File: config.mk
export PLATFORM = sky130hd
export DESIGN_NAME = gen2_preamble_encoder
export DESIGN_NICKNAME = d
export VERILOG_FILES = /design/src/rtl/gen2_pkg.sv /design/src/rtl/gen2_preamble_symbol_seq.sv /design/src/rtl/gen2_preamble_encoder.sv
export SDC_FILE = /design/constraint.sdc
export NUM_CORES = 1
export LEC_CHECK = 0
export CORE_ASPECT_RATIO = 1.25
export CORE_MARGIN = 2
export CORE_UTILIZATION = 35
export CTS_BUF_LIST = sky130_fd_sc_hd__clkbuf_4
export DETAILED_ROUTE_END_ITERATION = 8
export PLACE_DENSITY_LB_ADDON = 0.2
export SYNTH_ARGS = -nofsm -noshare
export SYNTH_HDL_FRONTEND = slang
export SYNTH_SLANG_ARGS = --single-unit
File: constraint.sdc
create_clock -name clk -period 3.93 [get_ports clk]
set_input_delay 0.393 -clock clk [delete_from_list [all_inputs] [get_ports clk]]
set_output_delay 0.393 -clock clk [all_outputs]
set_load 0.03 [all_outputs]
File: src/rtl/gen2_pkg.sv
// rtl/gen2_pkg.sv - shared types and constants for the Gen2 preamble encoder
package gen2_pkg;

    localparam logic [1:0] M_FM0 = 2'd0;
    localparam logic [1:0] M_M2  = 2'd1;
    localparam logic [1:0] M_M4  = 2'd2;
    localparam logic [1:0] M_M8  = 2'd3;

    typedef enum logic [1:0] {
        SYM0 = 2'd0,
        SYM1 = 2'd1,
        SYMV = 2'd2
    } sym_t;

    typedef enum logic [1:0] {
        ST_IDLE = 2'd0,
        ST_RUN  = 2'd1,
        ST_FIN  = 2'd2
    } state_t;

    localparam int PRE_LEN = 6;

    // Preamble bodies after the pilot, first symbol in the most significant slot
    localparam logic [2*PRE_LEN-1:0] FM0_PRE = {SYM1, SYM0, SYM1, SYM0, SYMV, SYM1};
    localparam logic [2*PRE_LEN-1:0] MIL_PRE = {SYM0, SYM1, SYM0, SYM1, SYM1, SYM1};

endpackage

File: src/rtl/gen2_preamble_symbol_seq.sv
// rtl/gen2_preamble_symbol_seq.sv - maps encoding/pilot/symbol index to symbol type and tick count
module gen2_preamble_symbol_seq
    import gen2_pkg::*;
#(
    parameter int FM0_PILOT_LONG  = 12,
    parameter int MIL_PILOT_SHORT = 4,
    parameter int MIL_PILOT_LONG  = 16,
    parameter int SYM_W           = 5
) (
    input  logic [1:0]       i_m,
    input  logic             i_trext,
    input  logic [SYM_W-1:0] i_sym_idx,
    output sym_t             o_sym,
    output logic             o_last,
    output logic [4:0]       o_ticks
);

    logic [SYM_W-1:0] w_pilot;
    logic [SYM_W-1:0] w_off;
    logic             w_fm0;

    assign w_fm0 = (i_m == M_FM0);
    assign w_off = i_sym_idx - w_pilot;

    // Pilot length and ticks per symbol for the selected encoding
    always_comb begin
        w_pilot = '0;
        o_ticks = 5'd2;
        if (w_fm0) begin
            w_pilot = i_trext ? SYM_W'(FM0_PILOT_LONG) : '0;
        end else begin
            w_pilot = i_trext ? SYM_W'(MIL_PILOT_LONG) : SYM_W'(MIL_PILOT_SHORT);
            o_ticks = 5'd2 << i_m;
        end
    end

    // Pilot symbols are data-0; afterwards index into the fixed preamble body
    always_comb begin
        o_sym = SYM0;
        if (i_sym_idx >= w_pilot) begin
            for (int j = 0; j < PRE_LEN; j++) begin
                if (w_off == SYM_W'(j)) begin
                    o_sym = w_fm0 ? sym_t'(FM0_PRE[2*(PRE_LEN-1-j) +: 2])
                                  : sym_t'(MIL_PRE[2*(PRE_LEN-1-j) +: 2]);
                end
            end
        end
        o_last = (i_sym_idx == w_pilot + SYM_W'(PRE_LEN - 1));
    end

endmodule

File: src/rtl/gen2_preamble_encoder.sv
// rtl/gen2_preamble_encoder.sv - FM0/Miller preamble waveform generator with start/busy/done handshake
module gen2_preamble_encoder
    import gen2_pkg::*;
#(
    parameter int FM0_PILOT_LONG  = 12,
    parameter int MIL_PILOT_SHORT = 4,
    parameter int MIL_PILOT_LONG  = 16,
    parameter int SYM_W           = 5
) (
    input  logic             clk,
    input  logic             reset,
    input  logic             start,
    input  logic [1:0]       m,
    input  logic             trext,
    input  logic             blf_tick,
    input  logic             abort,
    output logic             tx,
    output logic             violation,
    output logic             busy,
    output logic             done,
    output logic             end_level,
    output logic [SYM_W-1:0] sym_idx
);

    state_t           r_state;
    state_t           w_state_next;
    logic [1:0]       r_m;
    logic             r_trext;
    logic [SYM_W-1:0] r_sym;
    logic [3:0]       r_k;
    logic             r_f;
    logic             r_b;
    logic             r_prev;
    logic             r_tx;
    logic             r_viol;
    logic             r_done;
    logic             r_end;

    sym_t             w_sym;
    logic             w_last;
    logic [4:0]       w_ticks;
    logic             w_is_fm0;
    logic             w_k_last;
    logic             w_f_next;
    logic             w_b_next;
    logic             w_mil_flip;

    gen2_preamble_symbol_seq #(
        .FM0_PILOT_LONG (FM0_PILOT_LONG),
        .MIL_PILOT_SHORT(MIL_PILOT_SHORT),
        .MIL_PILOT_LONG (MIL_PILOT_LONG),
        .SYM_W          (SYM_W)
    ) u_seq (
        .i_m      (r_m),
        .i_trext  (r_trext),
        .i_sym_idx(r_sym),
        .o_sym    (w_sym),
        .o_last   (w_last),
        .o_ticks  (w_ticks)
    );

    assign w_is_fm0 = (r_m == M_FM0);
    assign w_k_last = ({1'b0, r_k} == (w_ticks - 5'd1));

    // FM0: boundary flip except into V (the violation); data-0 adds a mid-symbol flip
    assign w_f_next = (r_k == 4'd0) ? ((w_sym == SYMV) ? r_f : ~r_f)
                                    : ((w_sym == SYM0) ? ~r_f : r_f);

    // Miller: flip between consecutive data-0s, and mid-symbol on data-1
    assign w_mil_flip = ((r_k == 4'd0) && !r_prev && (w_sym == SYM0)) ||
                        ((r_k == w_ticks[4:1]) && (w_sym == SYM1));
    assign w_b_next   = r_b ^ w_mil_flip;

    // State register
    always_ff @(posedge clk or posedge reset) begin
        if (reset) r_state <= ST_IDLE;
        else       r_state <= w_state_next;
    end

    // Next-state logic; abort overrides everything
    always_comb begin
        w_state_next = r_state;
        case (r_state)
            ST_IDLE: if (start) w_state_next = ST_RUN;
            ST_RUN:  if (blf_tick && w_k_last && w_last) w_state_next = ST_FIN;
            ST_FIN:  if (blf_tick) w_state_next = ST_IDLE;
            default: w_state_next = ST_IDLE;
        endcase
        if (abort) w_state_next = ST_IDLE;
    end

    // Datapath: latch config on start, advance encoder phase and counters on each tick
    always_ff @(posedge clk or posedge reset) begin
        if (reset) begin
            r_m     <= '0;
            r_trext <= 1'b0;
            r_sym   <= '0;
            r_k     <= '0;
            r_f     <= 1'b0;
            r_b     <= 1'b0;
            r_prev  <= 1'b1;
            r_tx    <= 1'b0;
            r_viol  <= 1'b0;
            r_done  <= 1'b0;
            r_end   <= 1'b0;
        end else if (abort) begin
            r_tx   <= 1'b0;
            r_viol <= 1'b0;
            r_done <= 1'b0;
        end else begin
            r_done <= 1'b0;
            case (r_state)
                ST_IDLE: begin
                    if (start) begin
                        r_m     <= m;
                        r_trext <= trext;
                        r_sym   <= '0;
                        r_k     <= '0;
                        r_f     <= 1'b0;
                        r_b     <= 1'b0;
                        r_prev  <= 1'b1;
                    end
                end
                ST_RUN: begin
                    if (blf_tick) begin
                        if (w_is_fm0) begin
                            r_f    <= w_f_next;
                            r_tx   <= w_f_next;
                            r_viol <= (w_sym == SYMV);
                        end else begin
                            r_b    <= w_b_next;
                            r_tx   <= w_b_next ^ r_k[0];
                        end
                        if (w_k_last) begin
                            r_k    <= '0;
                            r_prev <= (w_sym == SYM1);
                            if (!w_last) r_sym <= r_sym + SYM_W'(1);
                        end else begin
                            r_k <= r_k + 4'd1;
                        end
                    end
                end
                ST_FIN: begin
                    if (blf_tick) begin
                        r_done <= 1'b1;
                        r_viol <= 1'b0;
                        r_end  <= w_is_fm0 ? r_f : r_b;
                    end
                end
                default: ;
            endcase
        end
    end

    // Outputs
    always_comb begin
        tx        = r_tx;
        violation = r_viol;
        busy      = (r_state != ST_IDLE);
        done      = r_done;
        end_level = r_end;
        sym_idx   = r_sym;
    end

endmodule

==> results.json, run 1 <==
{
  "finalSetupTns_ps": 0,
  "drc": 0,
  "core_sq_mm": 0.00439,
  "swShare": 0.394,
  "drt_iter0_drc": 42,
  "period_minus_slack_ps": 3090,
  "cts_buffers": 3,
  "die_w_um": 64.1,
  "cts_buffer_depth": 2,
  "worstMarginPinSlew_ps": 820,
  "syn_to_final_growth_pct": 15.5,
  "totalWireLength_um": 3470,
  "synth_edf_count": 0,
  "ys.warnings.count": 0,
  "ctsHoldBuffers": 0,
  "ys.flop_type": "dfrtp_1",
  "setup_viol": 0,
  "clk_pin_slew_ps": 130,
  "fin_nets": 219,
  "die_h_um": 79.1,
  "power_frac_clock": 0.180,
  "slew_headroom": 0.452,
  "fp-row-count": 27,
  "power.density_mw_per_mm2": 354,
  "use_met1": 0.202,
  "grt_max_degree": 22,
  "ant_nets": 0,
  "drv_cap": 0,
  "syn_inst": 184,
  "io_buffers": 17,
  "status": "complete, no violations",
  "hp-class": "input pin to async pin",
  "grt_use_met3": 0.0184,
  "cts_root_buffer": "clkbuf_4",
  "seq_area_frac_synth": 0.333,
  "period_share": 0.787,
  "cts_resized": 0,
  "drt-pass1-iter-count": 4,
  "share_seq_of_total_power": 0.431,
  "r2r_end": "tx",
  "finalHoldViolCount": 0,
  "r2r_setup_slack_ps": 840,
  "r2r_start": "r_m[1]",
  "drv_slew": 0,
  "use_met2": 0.264,
  "ir_drop_v": 0.000121,
  "finalClockSkew_ps": 10.3,
  "start_util": 0.360,
  "mostFrequentLayoutCells": "dfrtp_1, nand2_1, inv_1",
  "vias": 1387,
  "worstSetupPathType": "register to register",
  "cts_tree": "yes",
  "place_hpwl_um": 2690,
  "postCtsSetupBuffers": 0,
  "arrival_ps": 3300,
  "cts_sinks": 21,
  "layout.cells.most_common": "dfrtp_1",
  "vias_per_cell": 5.42,
  "clk_latency_ps": 310,
  "track_usage": 0.154,
  "ios": 18,
  "fmax_mhz": 323,
  "ys_ff_latch": 21,
  "placed_cells": 252,
  "antenna_found_initial": 0,
  "drive_gt1_frac": 0.0960,
  "grt_pass1_vias": 1341,
  "r2r_cells": 12,
  "switchingPower_uw": 254,
  "avgSynthCellArea_sq_um": 8.59,
  "internal-power_uw": 391,
  "wl_per_cell_um": 13.5,
  "grt_setup_unrepaired": "no",
  "power.static_leakage_nw": 0.754,
  "globalplace.congestion": 0.789,
  "synthesis.nets": 204,
  "syn_area_sq_mm": 0.00158,
  "stdcell_count": 256,
  "end_kind": "register",
  "async_flop_share": 1.00,
  "start_kind": "register",
  "grt_overflow": 0,
  "die_area_sq_mm": 0.00507,
  "grt-busiest-layer": "met2",
  "synth_cell_types": 53,
  "grt_first_pass_wirelength_um": 6290,
  "path_max_fanout": 11,
  "cp.required_ps": 4140,
  "diodes": 0,
  "p_comb_frac": 0.389,
  "cts_htree_levels": 1
}
-- per-stage QoR --
stage                     total power [mW]  setup slack [ps]  utilization  instance area [sq um]  hold slack, ps
after detailed placement             0.535               884        0.409                   1800             528
after CTS                            0.653               860        0.416                   1830             548
after global routing                 0.705               582        0.416                   1830             576
final                                0.646               839        0.416                   1830             517
after global placement               0.527               956        0.409                   1800             534
after floorplan                      0.474              1090            -                   1580             369
-- Yosys cell counts, drive strengths merged, types with 3 or more instances --
library cell  instances  area share
a21oi                 7       0.022
a31oi                 5       0.020
buf                   4       0.013
clkbuf                4      0.0095
dfrtp                20        0.32
ha                   11       0.087
inv                  18       0.043
mux2                  3       0.021
nand2                18       0.043
nand2b                4       0.016
nand3                 7       0.022
nand4                 3       0.012
nor2                 15       0.036
nor4                  3       0.020
o21ai                14       0.049
xnor2                 3       0.017
xor2                  3       0.017
-- metal layers --
metal	vias up	part of all wire
li1	684	-
met1	670	0.45
met2	28	0.50
met3	5	0.039
met4	0	0.013
met5	-	0
-- power groups by stage --
stage / logic [mW] / clock network, mW / registers, mW
floorplan: 0.209 / 0 / 0.266
global placement: 0.247 / 0 / 0.280
detailed placement: 0.253 / 0 / 0.282
CTS: 0.254 / 0.121 / 0.277
global route: 0.290 / 0.131 / 0.285
finish: 0.251 / 0.117 / 0.278
-- cell type report --
type                    instances  area [sq um]
clock buffers                   4          30.0
fillers                       464          2570
well taps                      58          72.6
inverters                      18          67.6
flip-flops and latches         21           527
repair buffers                 18           178
multi-input cells             137           951
-- worst max-delay path, stage by stage (launching register included) --
cell and delay, ps:
dfrtp_1 520, nor2_1 180, inv_1 130, ha_1 290, inv_1 40, ha_1 200, fa_1 380, xor2_1 210
nand3_1 190, or2_2 360, a31oi_1 230, o221a_2 220, nand2_1 40
-- worst max-delay path by stage --
stage,slack (ps),startpoint,cells past startpoint,end
3_3_place_gp,960,r_m[1],12,tx
5_1_grt,580,r_m[1],12,tx
6_report,840,r_m[1],12,tx
4_1_cts,860,r_m[1],12,tx
2_1_floorplan,1090,r_m[1],13,tx
3_5_place_dp,880,r_m[1],12,tx
-- cells by family (layout without fill, tap and decap cells) --
family	Yosys count	in the layout	synth area share
buf+inv	26	40	0.0649
mux	4	4	0.0277
flops	21	21	0.333
xor+xnor	6	6	0.0333
compound gates	46	46	0.203
fa+ha+maj	12	12	0.0998
simple gates	69	69	0.238
-- sequential cells by signal, summed over array words and instances (netlist names) --
register / flops
r_trext: 1
r_f: 1
r_k: 4
r_b: 1
r_prev: 1
violation: 1
r_m: 2
end_level: 1
sym_idx: 5
r_state: 2
done: 1
tx: 1
No activity file was read; power rests on OpenSTA's default activity.
==> inputs of run 2 (changes only) <==
==> constraint.sdc (replaced) <==
create_clock -name clk -period 2.9 [get_ports clk]
set_input_delay 0.29 -clock clk [delete_from_list [all_inputs] [get_ports clk]]
set_output_delay 0.29 -clock clk [all_outputs]
set_load 0.03 [all_outputs]
==> run 2 against run 1 <==
Total power is 44% higher. Worst setup slack worse by 700 ps. Die area stayed put. Critical path type unchanged. Largest power group is now combinational cells.
==> results.json, run 2 (synthesis results as in run 1) <==
{
  "pre_cts_slack_ps": 81.7,
  "mostFrequentLayoutCells": "dfrtp_1, nand2_1, inv_1",
  "fmax_mhz": 362,
  "drc": 0,
  "r2r_end": "tx",
  "postCtsSetupBuffers": 0,
  "core_sq_mm": 0.00439,
  "drv_slew": 0,
  "finalHoldViolCount": 0,
  "hp-class": "input pin to async pin",
  "dpl_cell_area_sq_mm": 0.00184,
  "end_kind": "register",
  "drt-pass1-iter-count": 4,
  "die_h_um": 79.1,
  "io_buffers": 17,
  "power.static_leakage_nw": 0.789,
  "grt_first_pass_wirelength_um": 6110,
  "totalWireLength_um": 3690,
  "hold_slack_ps": 410,
  "r2r_cells": 12,
  "grt_pass1_vias": 1430,
  "globalplace.congestion": 0.816,
  "period_minus_slack_ps": 2760,
  "path_cells": "nor2_2 > inv_1 > ha_1 > inv_1 > ha_1 > fa_1 > xor2_2 > nand3_2 > o31ai_2 > xor2_1 > o221a_2 > nand2_1",
  "fp-row-count": 27,
  "critical_path.top_delay_family": "adder cells",
  "drive_gt1_frac": 0.147,
  "setup_viol": 0,
  "cts_tree": "yes",
  "period_share": 0.952,
  "stdcell_count": 262,
  "cts_htree_levels": 1,
  "path_max_fanout": 5,
  "fin_ws_ps": 138,
  "finalSetupTns_ps": 0,
  "r2r_setup_slack_ps": 140,
  "cts_buffer_depth": 2,
  "die_area_sq_mm": 0.00507,
  "cts_buffers": 3,
  "crit_slowest_cell": "dfrtp_1",
  "path_buf_inv": 2,
  "cts_root_buffer": "clkbuf_4",
  "track_usage": 0.150,
  "ant_nets": 0,
  "diodes": 0,
  "cts_sinks": 21,
  "ios": 18,
  "ir_drop_v": 0.000193,
  "drt_iter0_drc": 48,
  "clk_latency_ps": 320,
  "placed_cells": 258,
  "wl_per_cell_um": 14.1,
  "finalClockSkew_ps": 12.9,
  "start_kind": "register",
  "syn_to_final_growth_pct": 20.1,
  "largest_reg_flops": 5,
  "status": "complete, no violations",
  "r2r_start": "r_m[1]",
  "drv_cap": 0,
  "max_stage_delay_ps": 410,
  "layout.cells.most_common": "dfrtp_1",
  "start_util": 0.360,
  "grt_overflow": 0,
  "antenna_found_initial": 0,
  "vias_per_cell": 5.39,
  "worstSetupPathType": "register to register",
  "ctsHoldBuffers": 0,
  "grt_max_degree": 22,
  "cp.required_ps": 3110,
  "arrival_ps": 2980,
  "fin_nets": 225,
  "die_w_um": 64.1,
  "worstMarginPinSlew_ps": 832,
  "clk_pin_slew_ps": 130,
  "place_hpwl_um": 2790,
  "vias": 1411,
  "slew_headroom": 0.445,
  "crit_start": "r_m[1]",
  "n_fill_cell": 469,
  "power.density_mw_per_mm2": 491,
  "design_area_sq_mm": 0.00190
}
-- run 2: layout make-up --
cell class	instances	area (sq um)	share of cell area
well taps	58	72.6	0.0382
multi-input cells	137	978	0.515
inverters	18	67.6	0.0356
repair buffers	24	223	0.117
flip-flops and latches	21	527	0.278
clock buffers	4	30.0	0.0158
-- run 2: through the flow --
step / power [mW] / utilization
2_1_floorplan: 0.643 / -
3_3_place_gp: 0.743 / 0.419
3_5_place_dp: 0.756 / 0.419
4_1_cts: 0.917 / 0.426
5_1_grt: 1.00 / 0.432
6_report: 0.932 / 0.432
-- run 2: how the worst max path moves through the flow --
stage,depth (start not counted),to,slack (ps)
after floorplan,13,tx,60
after global placement,12,tx,150
after detailed placement,12,tx,80
after CTS,12,tx,60
after global routing,12,tx,-0.2
final,12,tx,140
-- run 2: worst register-to-register path, stage by stage (launching register included) --
cell and delay, ps:
dfrtp_1 410, nor2_2 130, inv_1 70, ha_1 270, inv_1 40, ha_1 190, fa_1 400, xor2_2 180
nand3_2 150, o31ai_2 360, xor2_1 200, o221a_2 200, nand2_1 50
-- run 2: power breakdown --
group	switching (mW)	total (mW)	internal, mW
combinational	0.231	0.408	0.176
sequential	0.0418	0.365	0.323
clock	0.0964	0.160	0.0633
total	0.370	0.932	0.562
-- run 2: timing repair --
| action | in CTS | in global routing |
|---|---|---|
| endpoints found under the hold margin | 0 | 0 |
| endpoints found under the setup margin | 0 | 2 |
| gates resized for setup | 0 | 7 |
-- run 2: layer usage --
metal  GRT usage  up-vias  wire length [um]
met4      0.0660        0               100
li1            -      693                 -
met2       0.279       28              1920
met1       0.168      681              1530
met5           0        -                 0
met3      0.0227        9               133
==> inputs of run 3 (changes only) <==
--- a/config.mk
+++ b/config.mk
@@ -5,6 +5,7 @@
 export SDC_FILE = /design/constraint.sdc
 export NUM_CORES = 1
 export LEC_CHECK = 0
+export ABC_AREA = 0
 export CORE_ASPECT_RATIO = 1.25
 export CORE_MARGIN = 2
 export CORE_UTILIZATION = 35
==> results of run 3 <==
No change in the layout: final DEF, timing and power equal those of run 2.
